[src/rtl/stall_ctrl_pkg.sv]
// Shared definitions for the pipeline stall controller: stall bus layout,
// register address width, RAM-wait FSM encoding and a saturating-add helper
// for the optional performance counters (STALL_PERF_CNT_EN).
package stall_ctrl_pkg;

    localparam int STALL_BUS_WIDTH    = 6;
    localparam int REG_ADDR_BUS_WIDTH = 5;

    // Stage indices into the stall vector.
    localparam int STALL_PC  = 0;
    localparam int STALL_IF  = 1;
    localparam int STALL_ID  = 2;
    localparam int STALL_EX  = 3;
    localparam int STALL_MEM = 4;
    localparam int STALL_WB  = 5;

    typedef logic [STALL_BUS_WIDTH-1:0]    stall_vec_t;
    typedef logic [REG_ADDR_BUS_WIDTH-1:0] reg_addr_t;

    typedef enum logic {
        RAM_FSM_IDLE = 1'b0,
        RAM_FSM_WAIT = 1'b1
    } ram_fsm_e;

    localparam logic [31:0] PERF_CNT_MAX = 32'hFFFF_FFFF;

    // Increment that sticks at the maximum instead of wrapping to zero.
    function automatic logic [31:0] sat_inc(input logic [31:0] value);
        return (value == PERF_CNT_MAX) ? value : value + 32'd1;
    endfunction

endpackage

[src/rtl/stall_ctrl_if.sv]
// Stall-controller bus: stall causes from IF/ID/EX/MEM in, stall vector and
// RAM timeout pulse out. With STALL_PERF_CNT_EN defined it also carries the
// stall_cycles and load_use_count counters.
interface stall_ctrl_if;
    import stall_ctrl_pkg::*;

    logic       stall_req_if;
    logic       id_read_en_1;
    reg_addr_t  id_read_addr_1;
    logic       id_read_en_2;
    reg_addr_t  id_read_addr_2;
    logic       ex_ram_read_flag;
    logic       ex_write_reg_en;
    reg_addr_t  ex_write_reg_addr;
    logic       ex_busy;
    logic       mem_ram_en;
    logic       mem_ram_ready;
    stall_vec_t stall;
    logic       ram_timeout;
`ifdef STALL_PERF_CNT_EN
    logic [31:0] stall_cycles;
    logic [31:0] load_use_count;

    modport master (
        output stall_req_if, id_read_en_1, id_read_addr_1, id_read_en_2, id_read_addr_2,
               ex_ram_read_flag, ex_write_reg_en, ex_write_reg_addr, ex_busy,
               mem_ram_en, mem_ram_ready,
        input  stall, ram_timeout, stall_cycles, load_use_count
    );
    modport slave (
        input  stall_req_if, id_read_en_1, id_read_addr_1, id_read_en_2, id_read_addr_2,
               ex_ram_read_flag, ex_write_reg_en, ex_write_reg_addr, ex_busy,
               mem_ram_en, mem_ram_ready,
        output stall, ram_timeout, stall_cycles, load_use_count
    );
`else
    modport master (
        output stall_req_if, id_read_en_1, id_read_addr_1, id_read_en_2, id_read_addr_2,
               ex_ram_read_flag, ex_write_reg_en, ex_write_reg_addr, ex_busy,
               mem_ram_en, mem_ram_ready,
        input  stall, ram_timeout
    );
    modport slave (
        input  stall_req_if, id_read_en_1, id_read_addr_1, id_read_en_2, id_read_addr_2,
               ex_ram_read_flag, ex_write_reg_en, ex_write_reg_addr, ex_busy,
               mem_ram_en, mem_ram_ready,
        output stall, ram_timeout
    );
`endif

endinterface

[src/rtl/stall_ctrl_ram_wait_fsm.sv]
// RAM wait-handshake FSM. Raises mem_wait in the same cycle a RAM access is
// not ready, and force-releases the wait with a one-cycle ram_timeout pulse
// after RAM_TIMEOUT consecutive wait cycles so a dead RAM cannot hang the core.
module stall_ctrl_ram_wait_fsm
    import stall_ctrl_pkg::*;
#(
    parameter int RAM_TIMEOUT       = 255,
    parameter int TIMEOUT_CNT_WIDTH = 16
) (
    input  logic clk,
    input  logic rst,
    input  logic mem_ram_en_i,
    input  logic mem_ram_ready_i,
    output logic mem_wait_o,
    output logic ram_timeout_o
);

    localparam logic [TIMEOUT_CNT_WIDTH-1:0] CNT_LIMIT = TIMEOUT_CNT_WIDTH'(RAM_TIMEOUT);
    localparam logic [TIMEOUT_CNT_WIDTH-1:0] CNT_ONE   = TIMEOUT_CNT_WIDTH'(1);

    ram_fsm_e                     state_q, state_d;
    logic [TIMEOUT_CNT_WIDTH-1:0] cnt_q, cnt_d;

    // State and wait counter registers; reset returns to IDLE from any state.
    // NOTE: sequential state uses <= so every register samples pre-edge values.
    always_ff @(posedge clk or negedge rst) begin
        if (!rst) begin
            state_q <= RAM_FSM_IDLE;
            cnt_q   <= '0;
        end else begin
            state_q <= state_d;
            cnt_q   <= cnt_d;
        end
    end

    // Next state, counter and same-cycle mem_wait / ram_timeout outputs.
    // NOTE: every output gets a default first so no path can infer a latch.
    always_comb begin
        state_d       = state_q;
        cnt_d         = cnt_q;
        mem_wait_o    = 1'b0;
        ram_timeout_o = 1'b0;
        case (state_q)
            RAM_FSM_IDLE: begin
                if (mem_ram_en_i && !mem_ram_ready_i) begin
                    state_d    = RAM_FSM_WAIT;
                    cnt_d      = CNT_ONE;
                    mem_wait_o = 1'b1;
                end
            end
            RAM_FSM_WAIT: begin
                if (!mem_ram_en_i) begin
                    // Request withdrawn mid-wait: bus error, release silently.
                    state_d = RAM_FSM_IDLE;
                    cnt_d   = '0;
                end else if (mem_ram_ready_i) begin
                    // Ready wins over a coincident timeout.
                    state_d = RAM_FSM_IDLE;
                    cnt_d   = '0;
                end else if (cnt_q == CNT_LIMIT) begin
                    state_d       = RAM_FSM_IDLE;
                    cnt_d         = '0;
                    ram_timeout_o = 1'b1;
                end else begin
                    mem_wait_o = 1'b1;
                    cnt_d      = cnt_q + CNT_ONE;
                end
            end
            default: begin
                state_d = RAM_FSM_IDLE;
                cnt_d   = '0;
            end
        endcase
    end

endmodule

[src/rtl/stall_ctrl.sv]
// Central pipeline stall controller. Combines IF, ID load-use, EX busy and
// MEM RAM-wait causes into a prefix stall vector with zero latency.
// Optional STALL_PERF_CNT_EN adds saturating stall-cycle and load-use counters.
module stall_ctrl
    import stall_ctrl_pkg::*;
#(
    parameter int RAM_TIMEOUT       = 255,
    parameter int TIMEOUT_CNT_WIDTH = 16
) (
    input  logic         clk,
    input  logic         rst,
    stall_ctrl_if.slave  bus
);

    logic       req_id;
    logic       mem_wait;
    stall_vec_t req;
    stall_vec_t stall_vec;
    logic       acc;

    stall_ctrl_ram_wait_fsm #(
        .RAM_TIMEOUT       (RAM_TIMEOUT),
        .TIMEOUT_CNT_WIDTH (TIMEOUT_CNT_WIDTH)
    ) u_ram_wait_fsm (
        .clk             (clk),
        .rst             (rst),
        .mem_ram_en_i    (bus.mem_ram_en),
        .mem_ram_ready_i (bus.mem_ram_ready),
        .mem_wait_o      (mem_wait),
        .ram_timeout_o   (bus.ram_timeout)
    );

    // Load-use hazard: EX holds a load whose destination ID is reading (r0 excluded).
    always_comb begin
        req_id = bus.ex_ram_read_flag && bus.ex_write_reg_en && (bus.ex_write_reg_addr != '0)
              && ((bus.id_read_en_1 && (bus.id_read_addr_1 == bus.ex_write_reg_addr))
               || (bus.id_read_en_2 && (bus.id_read_addr_2 == bus.ex_write_reg_addr)));
    end

    // Prefix encode: the highest requesting stage stalls itself and everything below.
    always_comb begin
        req            = '0;
        req[STALL_IF]  = bus.stall_req_if;
        req[STALL_ID]  = req_id;
        req[STALL_EX]  = bus.ex_busy;
        req[STALL_MEM] = mem_wait;
        acc            = 1'b0;
        stall_vec      = '0;
        for (int j = STALL_BUS_WIDTH - 1; j >= 0; j--) begin
            acc          = acc | req[j];
            stall_vec[j] = acc;
        end
    end

    assign bus.stall = stall_vec;

`ifdef STALL_PERF_CNT_EN
    logic [31:0] stall_cycles_q;
    logic [31:0] load_use_count_q;

    // Saturating counters of PC-stalled cycles and load-use hazard cycles.
    always_ff @(posedge clk or negedge rst) begin
        if (!rst) begin
            stall_cycles_q   <= '0;
            load_use_count_q <= '0;
        end else begin
            if (stall_vec[STALL_PC]) stall_cycles_q   <= sat_inc(stall_cycles_q);
            if (req_id)              load_use_count_q <= sat_inc(load_use_count_q);
        end
    end

    assign bus.stall_cycles   = stall_cycles_q;
    assign bus.load_use_count = load_use_count_q;
`endif

endmodule

[src/flat_wrapper.sv]
// flat-port wrapper written by rule: the top's interface ports become plain ports
module stall_ctrl_flat import stall_ctrl_pkg::*;
#(
    parameter int RAM_TIMEOUT       = 255,
    parameter int TIMEOUT_CNT_WIDTH = 16
)
  (clk, rst, bus_stall_req_if, bus_id_read_en_1, bus_id_read_addr_1, bus_id_read_en_2, bus_id_read_addr_2, bus_ex_ram_read_flag, bus_ex_write_reg_en, bus_ex_write_reg_addr, bus_ex_busy, bus_mem_ram_en, bus_mem_ram_ready, bus_stall, bus_ram_timeout);
  stall_ctrl_if bus_i ();
  input  logic clk;
  input  logic rst;
  input wire logic [$bits(bus_i.stall_req_if)-1:0] bus_stall_req_if;
  input wire logic [$bits(bus_i.id_read_en_1)-1:0] bus_id_read_en_1;
  input wire logic [$bits(bus_i.id_read_addr_1)-1:0] bus_id_read_addr_1;
  input wire logic [$bits(bus_i.id_read_en_2)-1:0] bus_id_read_en_2;
  input wire logic [$bits(bus_i.id_read_addr_2)-1:0] bus_id_read_addr_2;
  input wire logic [$bits(bus_i.ex_ram_read_flag)-1:0] bus_ex_ram_read_flag;
  input wire logic [$bits(bus_i.ex_write_reg_en)-1:0] bus_ex_write_reg_en;
  input wire logic [$bits(bus_i.ex_write_reg_addr)-1:0] bus_ex_write_reg_addr;
  input wire logic [$bits(bus_i.ex_busy)-1:0] bus_ex_busy;
  input wire logic [$bits(bus_i.mem_ram_en)-1:0] bus_mem_ram_en;
  input wire logic [$bits(bus_i.mem_ram_ready)-1:0] bus_mem_ram_ready;
  output wire logic [$bits(bus_i.stall)-1:0] bus_stall;
  output wire logic [$bits(bus_i.ram_timeout)-1:0] bus_ram_timeout;
  assign bus_i.stall_req_if = bus_stall_req_if;
  assign bus_i.id_read_en_1 = bus_id_read_en_1;
  assign bus_i.id_read_addr_1 = bus_id_read_addr_1;
  assign bus_i.id_read_en_2 = bus_id_read_en_2;
  assign bus_i.id_read_addr_2 = bus_id_read_addr_2;
  assign bus_i.ex_ram_read_flag = bus_ex_ram_read_flag;
  assign bus_i.ex_write_reg_en = bus_ex_write_reg_en;
  assign bus_i.ex_write_reg_addr = bus_ex_write_reg_addr;
  assign bus_i.ex_busy = bus_ex_busy;
  assign bus_i.mem_ram_en = bus_mem_ram_en;
  assign bus_i.mem_ram_ready = bus_mem_ram_ready;
  assign bus_stall = bus_i.stall;
  assign bus_ram_timeout = bus_i.ram_timeout;
  stall_ctrl #(.RAM_TIMEOUT(RAM_TIMEOUT), .TIMEOUT_CNT_WIDTH(TIMEOUT_CNT_WIDTH)) u_core (.clk(clk), .rst(rst), .bus(bus_i));
endmodule
[config.mk]
export PLATFORM = sky130hd
export DESIGN_NAME = stall_ctrl_flat
export DESIGN_NICKNAME = d
export VERILOG_FILES = /design/src/rtl/stall_ctrl_pkg.sv /design/src/rtl/stall_ctrl_if.sv /design/src/rtl/stall_ctrl_ram_wait_fsm.sv /design/src/rtl/stall_ctrl.sv /design/src/flat_wrapper.sv
export SDC_FILE = /design/constraint.sdc
export NUM_CORES = 1
export LEC_CHECK = 0
export BUFFER_PORTS_ARGS = -buffer_cell sky130_fd_sc_hd__buf_2
export CORE_MARGIN = 10
export CORE_UTILIZATION = 50
export DETAILED_ROUTE_END_ITERATION = 16
export PLACE_DENSITY = 0.86
export SLEW_MARGIN = 10
export SYNTH_ARGS = -nofsm -noshare
export SYNTH_HDL_FRONTEND = slang
export SYNTH_SLANG_ARGS = --single-unit
export TNS_END_PERCENT = 30
[constraint.sdc]
create_clock -name clk -period 2.8 [get_ports clk]
set_input_delay 0.7 -clock clk [delete_from_list [all_inputs] [get_ports clk]]
set_output_delay 0.7 -clock clk [all_outputs]
set_load 0.03 [all_outputs]
==> impl_metrics.yaml, run 1 <==
setup_path:
  rr_endpoint: "u_core.u_ram_wait_fsm.cnt_q[14]"
  endpoint_kind: "primary output"
  crit_fanout: 21
  cp_cell_sequence: "ha_2 -> and4_1 -> nand4_4 -> buf_4 -> nor2_1 -> buf_2"
  cp.required_ns: 2.10
  cpMaxStageDelayCell: "dfrtp_1"
  crit_buf_inv: 2
  critPathMaxStageDelay_ns: 0.42
  crit_type: "reg -> out"
  ff2ff_path_depth: 6
  start_kind: "flip-flop"
  crit_start: "u_core.u_ram_wait_fsm.cnt_q[0]"
  rrSetupSlack_ns: 0.91
  cp_top_family: "simple AND/OR/NAND/NOR gates"
  worstReg2RegStart: "u_core.u_ram_wait_fsm.cnt_q[0]"
  crit_arrival_ns: 1.96
clocking:
  clock-sinks: 17
  cts_setup_buffers: 0
  clock_latency_ns: 0.30
  cts_hold_buf: 0
  numCtsBuffers: 3
  cts_htree_levels: 1
  clkTransAtPathRegs_ns: 0.10
  cts_root_buf: "clkbuf_4"
  clk_path_buf_depth: 2
  cts_tree: "built"
detailed_routing:
  vias: 1217
  drc: 0
  wl_um: 3090
  antenna_left: 0
  vias_per_cell: 6.27
  wire_per_inst_um: 15.9
  drtPass1Iterations: 4
  drt_iter0_drc: 117
pwr:
  total_power_mw: 0.469
  irDropWorstVdd_mv: 0.352
  leakagePower_nw: 0.608
  powerDensity_mw_per_mm2: 332
logic_synthesis:
  synth_seq_cells: 17
  ys_seq_area_frac: 0.337
  synth_fp_nets: 167
  synth_area_per_cell_um2: 8.94
  ys_async_sr_fraction: 1.00
  synth_warnings: 0
  yosysUniqueCellTypes: 40
  synth_area_leader_cell: "dfrtp_1"
  synth_top_area_share: 0.337
  syn-cell-area_mm2: 0.00126
  syn_inst: 141
  synth_edf_count: 0
  synthFlopType: "dfrtp_1"
  synth_area_leaders: "dfrtp_1 34%, xor2_1 6.3%, a31oi_1 5.0%, buf_4 4.2%, nor4_4 3.4%"
sta:
  setup_ws_ns: 0.140
  hold_viol_final: 0
  rsz0062_at_grt: "no"
  timing.final.max_slew_violations: 0
  finClkSkew_ns: 0.00574
  setup_tns_ns: 0
  setup-violations-final: 0
  fin_crit_sh: 0.950
  worst_pin_slew_ns: 0.678
  fmax_mhz: 376
  timing.slew.headroom: 0.548
  period_minus_slack_ns: 2.66
  whs_ns: 0.307
die:
  core_area_mm2: 0.00243
  die_area_mm2: 0.00493
  io_pins: 32
  dieHeight_um: 70.2
  rows: 18
  die_x_um: 70.2
  start_util: 0.519
grt:
  overflow: 0
  antenna_found_initial: 0
  grt_pass1_wl_um: 5260
  grt_max_degree: 22
  grt.total_usage: 0.123
  grt_pass1_vias: 1273
final_layout:
  nNetsFinal: 191
  diodes: 0
  drive_above_1_share: 0.250
  fillers: 211
  area_growth_pct: 12.1
  layout_common_cells: "30 x buf_2, 17 x dfrtp_1, 10 x a31oi_1"
  finalNonFillerCells: 194
  final_common_cell: "buf_2"
place:
  pre_cts_ws_ns: 0.133
  gp_congestion: 0.867
  dp_hpwl_um: 2350
  dpl.cell_count: 190
  io_buffers: 30
outcome:
  status: "completed"
run:
  drv_cap: 0
hold_path:
  hold_path.class: "in -> async"
==> routing by layer <==
layer	up-vias	global-route usage	routed length, µm
met5	-	0	0
met4	0	0.0548	41
met3	6	0.0621	403
met2	75	0.200	1450
met1	559	0.131	1190
li1	577	-	-
==> cells in the mapped netlist (all sizes together) (2+ instances only) <==
| cell | number |
|---|---|
| dfrtp | 17 |
| a31oi | 10 |
| buf | 9 |
| nand2 | 9 |
| o21ai | 9 |
| xor2 | 9 |
| nand3 | 8 |
| nand4 | 7 |
| nor2 | 7 |
| inv | 6 |
| nor4 | 5 |
| o211ai | 5 |
| a41oi | 4 |
| and3 | 4 |
| clkbuf | 4 |
| and4 | 3 |
| a21oi | 2 |
| and2 | 2 |
| mux2i | 2 |
| nand3b | 2 |
| o2111ai | 2 |
| xnor2 | 2 |
==> logic make-up after synthesis <==
logic type	after synthesis	synth area share
and+or+nand+nor	54	0.278
AOI/OAI and AO/OA	36	0.190
buffers and inverters	19	0.0893
DFF	17	0.337
xor gates and xnor gates	11	0.0764
muxes	2	0.0159
adders and majority gates	1	0.00992
other	1	0.00297
==> through the flow <==
stage / instance area [µm²] / utilization
2_1_floorplan: 1260 / -
3_3_place_gp: 1370 / 0.565
5_1_grt: 1410 / 0.581
3_5_place_dp: 1370 / 0.565
6_report: 1410 / 0.581
4_1_cts: 1400 / 0.577
==> what timing repair did <==
action / in CTS / in global routing
endpoints found under the setup margin: 2 / 2
gates resized for setup: 1 / 2
endpoints found under the hold margin: 0 / 0
==> layout make-up <==
type | instances | area (µm²) | share of cell area
Timing Repair Buffer | 32 | 165 | 0.117
Clock buffer | 4 | 26.3 | 0.0186
Sequential cell | 17 | 425 | 0.301
Tap cell | 30 | 37.5 | 0.0265
Inverter | 6 | 22.5 | 0.0159
Multi-Input combinational cell | 105 | 737 | 0.521
==> power by group <==
group / switching, mW / leakage, nW / internal [mW]
Sequential: 0.00426 / 0.234 / 0.249
Combinational: 0.0471 / 0.359 / 0.0325
Clock: 0.0811 / 0.0150 / 0.0555
==> state kept, by name (all words and copies together), names as in the netlist <==
signal and flops:
u_core.u_ram_wait_fsm.cnt_q 16, u_core.u_ram_wait_fsm.state_q 1
==> worst max-delay path by stage <==
stage,end,slack [ns],cells past startpoint
2_1_floorplan,bus_stall[2],0.32,4
3_3_place_gp,bus_stall[0],0.19,5
3_5_place_dp,bus_stall[0],0.13,6
4_1_cts,bus_stall[0],0.11,6
5_1_grt,bus_ram_timeout,0.02,6
6_report,bus_ram_timeout,0.14,6
Note: power is estimated with default switching activity, not from simulation.
==> inputs of run 2 (changes only) <==
--- a/config.mk
+++ b/config.mk
@@ -7,9 +7,9 @@
 export LEC_CHECK = 0
 export BUFFER_PORTS_ARGS = -buffer_cell sky130_fd_sc_hd__buf_2
 export CORE_MARGIN = 10
-export CORE_UTILIZATION = 50
+export CORE_UTILIZATION = 47
 export DETAILED_ROUTE_END_ITERATION = 16
-export PLACE_DENSITY = 0.86
+export PLACE_DENSITY = 0.85
 export SLEW_MARGIN = 10
 export SYNTH_ARGS = -nofsm -noshare
 export SYNTH_HDL_FRONTEND = slang
==> constraint.sdc (replaced) <==
create_clock -name clk -period 2.4 [get_ports clk]
set_input_delay 0.6 -clock clk [delete_from_list [all_inputs] [get_ports clk]]
set_output_delay 0.6 -clock clk [all_outputs]
set_load 0.03 [all_outputs]
==> run 2 against run 1 <==
Against the previous run: largest power group unchanged; highest routed layer unchanged; wire length is 12% higher; critical endpoint is now bus_stall[0]; register-to-register slack worse by 0.30 ns; the flow now finishes with violations (setup timing); final cell count is 4.6% higher.
==> impl_metrics.yaml, run 2 (synthesis results as in run 1) <==
grt:
  grt_pass1_wl_um: 5730
  grt.total_usage: 0.135
  grt_max_degree: 22
  grt_pass1_vias: 1342
  antenna_found_initial: 0
  overflow: 0
detailed_routing:
  wl_um: 3460
  vias: 1282
  antenna_left: 0
  vias_per_cell: 6.32
  wire_per_inst_um: 17.1
  drc: 0
  drtPass1Iterations: 4
  drt_iter0_drc: 115
setup_path:
  start_kind: "input port"
  cp.required_ns: 1.80
  cp_top_family: "simple AND/OR/NAND/NOR gates"
  endpoint_kind: "primary output"
  critPathMaxStageDelay_ns: 0.52
  ff2ff_path_depth: 6
  worstReg2RegStart: "u_core.u_ram_wait_fsm.cnt_q[0]"
  cpMaxStageDelayCell: "or4_1"
  crit_fanout: 3
  crit_arrival_ns: 1.82
  crit_type: "in -> out"
  rrSetupSlack_ns: 0.61
  rr_endpoint: "u_core.u_ram_wait_fsm.cnt_q[14]"
  cp_cell_sequence: "buf_2 -> or4_1 -> o211ai_1 -> o2111ai_2 -> buf_4"
  crit_buf_inv: 2
clocking:
  clock_latency_ns: 0.30
  cts_htree_levels: 1
  numCtsBuffers: 3
  clkTransAtPathRegs_ns: 0.10
  cts_root_buf: "clkbuf_4"
  clock-sinks: 17
  clk_path_buf_depth: 2
  cts_tree: "built"
  cts_hold_buf: 0
die:
  io_pins: 32
  dieHeight_um: 71.8
  rows: 18
  die_x_um: 71.8
  start_util: 0.500
  die_area_mm2: 0.00516
  core_area_mm2: 0.00252
sta:
  rsz0062_at_grt: "yes"
  setup_ws_ns: -0.0215
  whs_ns: 0.196
  timing.final.max_slew_violations: 0
  setup-violations-final: 3
  fmax_mhz: 413
  fin_crit_sh: 1.01
  period_minus_slack_ns: 2.42
  timing.slew.headroom: 0.616
  worst_pin_slew_ns: 0.574
  hold_viol_final: 0
  setup_tns_ns: -0.0580
  finClkSkew_ns: 0.00430
final_layout:
  utilization: 0.601
  top_regs: "u_core.u_ram_wait_fsm.cnt_q x16, u_core.u_ram_wait_fsm.state_q x1"
  final_common_cell: "buf_2"
  regMostFlops: "u_core.u_ram_wait_fsm.cnt_q"
  diodes: 0
  area_growth_pct: 20.2
  design_area_mm2: 0.00152
  largest_reg_flops: 16
  layout_common_cells: "26 x buf_2, 15 x dfrtp_1, 14 x buf_4"
  nNetsFinal: 200
  drive_above_1_share: 0.312
place:
  gp_congestion: 0.872
  dpl_cell_area_mm2: 0.00142
  dp_hpwl_um: 2620
  io_buffers: 30
hold_path:
  hold_path.class: "in -> async"
pwr:
  leakagePower_nw: 0.661
  irDropWorstVdd_mv: 0.287
  powerDensity_mw_per_mm2: 372
outcome:
  status: "finished with violations"
  violations: "setup timing"
run:
  drv_cap: 0
## run 2: cell count changes in the layout (fill, tap and decap cells not counted), moves of 2 or more
cell,previous run,this run
dfrtp_2,0,2
dfrtp_1,17,15
buf_4,2,14
buf_2,30,26
## run 2: metal layers
layer	GRT usage	routed length, µm	vias to the layer above
li1	-	-	594
met1	0.141	1360	597
met2	0.226	1670	82
met3	0.0372	333	9
met4	0.0989	98	0
met5	0	0	-
## run 2: cell type report
type,count,area (µm²)
Timing Repair Buffer,41,246
Tap cell,30,37.5
Sequential cell,17,428
Fill cell,219,1010
Clock buffer,4,26.3
Inverter,6,22.5
Multi-Input combinational cell,105,756
## run 2: per-stage QoR
| step | instances | setup WS [ns] | power, mW |
|---|---|---|---|
| 2_1_floorplan | 141 | 0.0805 | 0.356 |
| 3_3_place_gp | 196 | -0.00827 | 0.390 |
| 3_5_place_dp | 196 | -0.0195 | 0.395 |
| 4_1_cts | 203 | -0.0341 | 0.563 |
| 5_1_grt | 203 | -0.0788 | 0.585 |
| 6_report | 203 | -0.0215 | 0.563 |
## run 2: worst max path at each step
| stage | from | end | cells past startpoint |
|---|---|---|---|
| after CTS | u_core.u_ram_wait_fsm.cnt_q[1] | bus_stall[0] | 6 |
| after floorplan | u_core.u_ram_wait_fsm.cnt_q[0] | bus_ram_timeout | 7 |
| final | bus_ex_write_reg_addr[0] | bus_stall[0] | 5 |
| after detailed placement | bus_ex_write_reg_addr[0] | bus_stall[0] | 5 |
| after global placement | bus_ex_write_reg_addr[0] | bus_stall[0] | 5 |
| after global routing | bus_ex_write_reg_addr[0] | bus_stall[1] | 5 |
## run 2: timing repair
item	4_1_cts	5_1_grt
cloned	0	0
pin swaps	2	2
setup endpoints to repair	6	6
setup buffers	3	0
gates resized for setup	10	4
## run 2: power by group
group / total [mW] / switching [mW] / internal [mW]
Clock: 0.159 / 0.0946 / 0.0649
Combinational: 0.108 / 0.0606 / 0.0476
Sequential: 0.296 / 0.00529 / 0.290
Total: 0.563 / 0.160 / 0.403
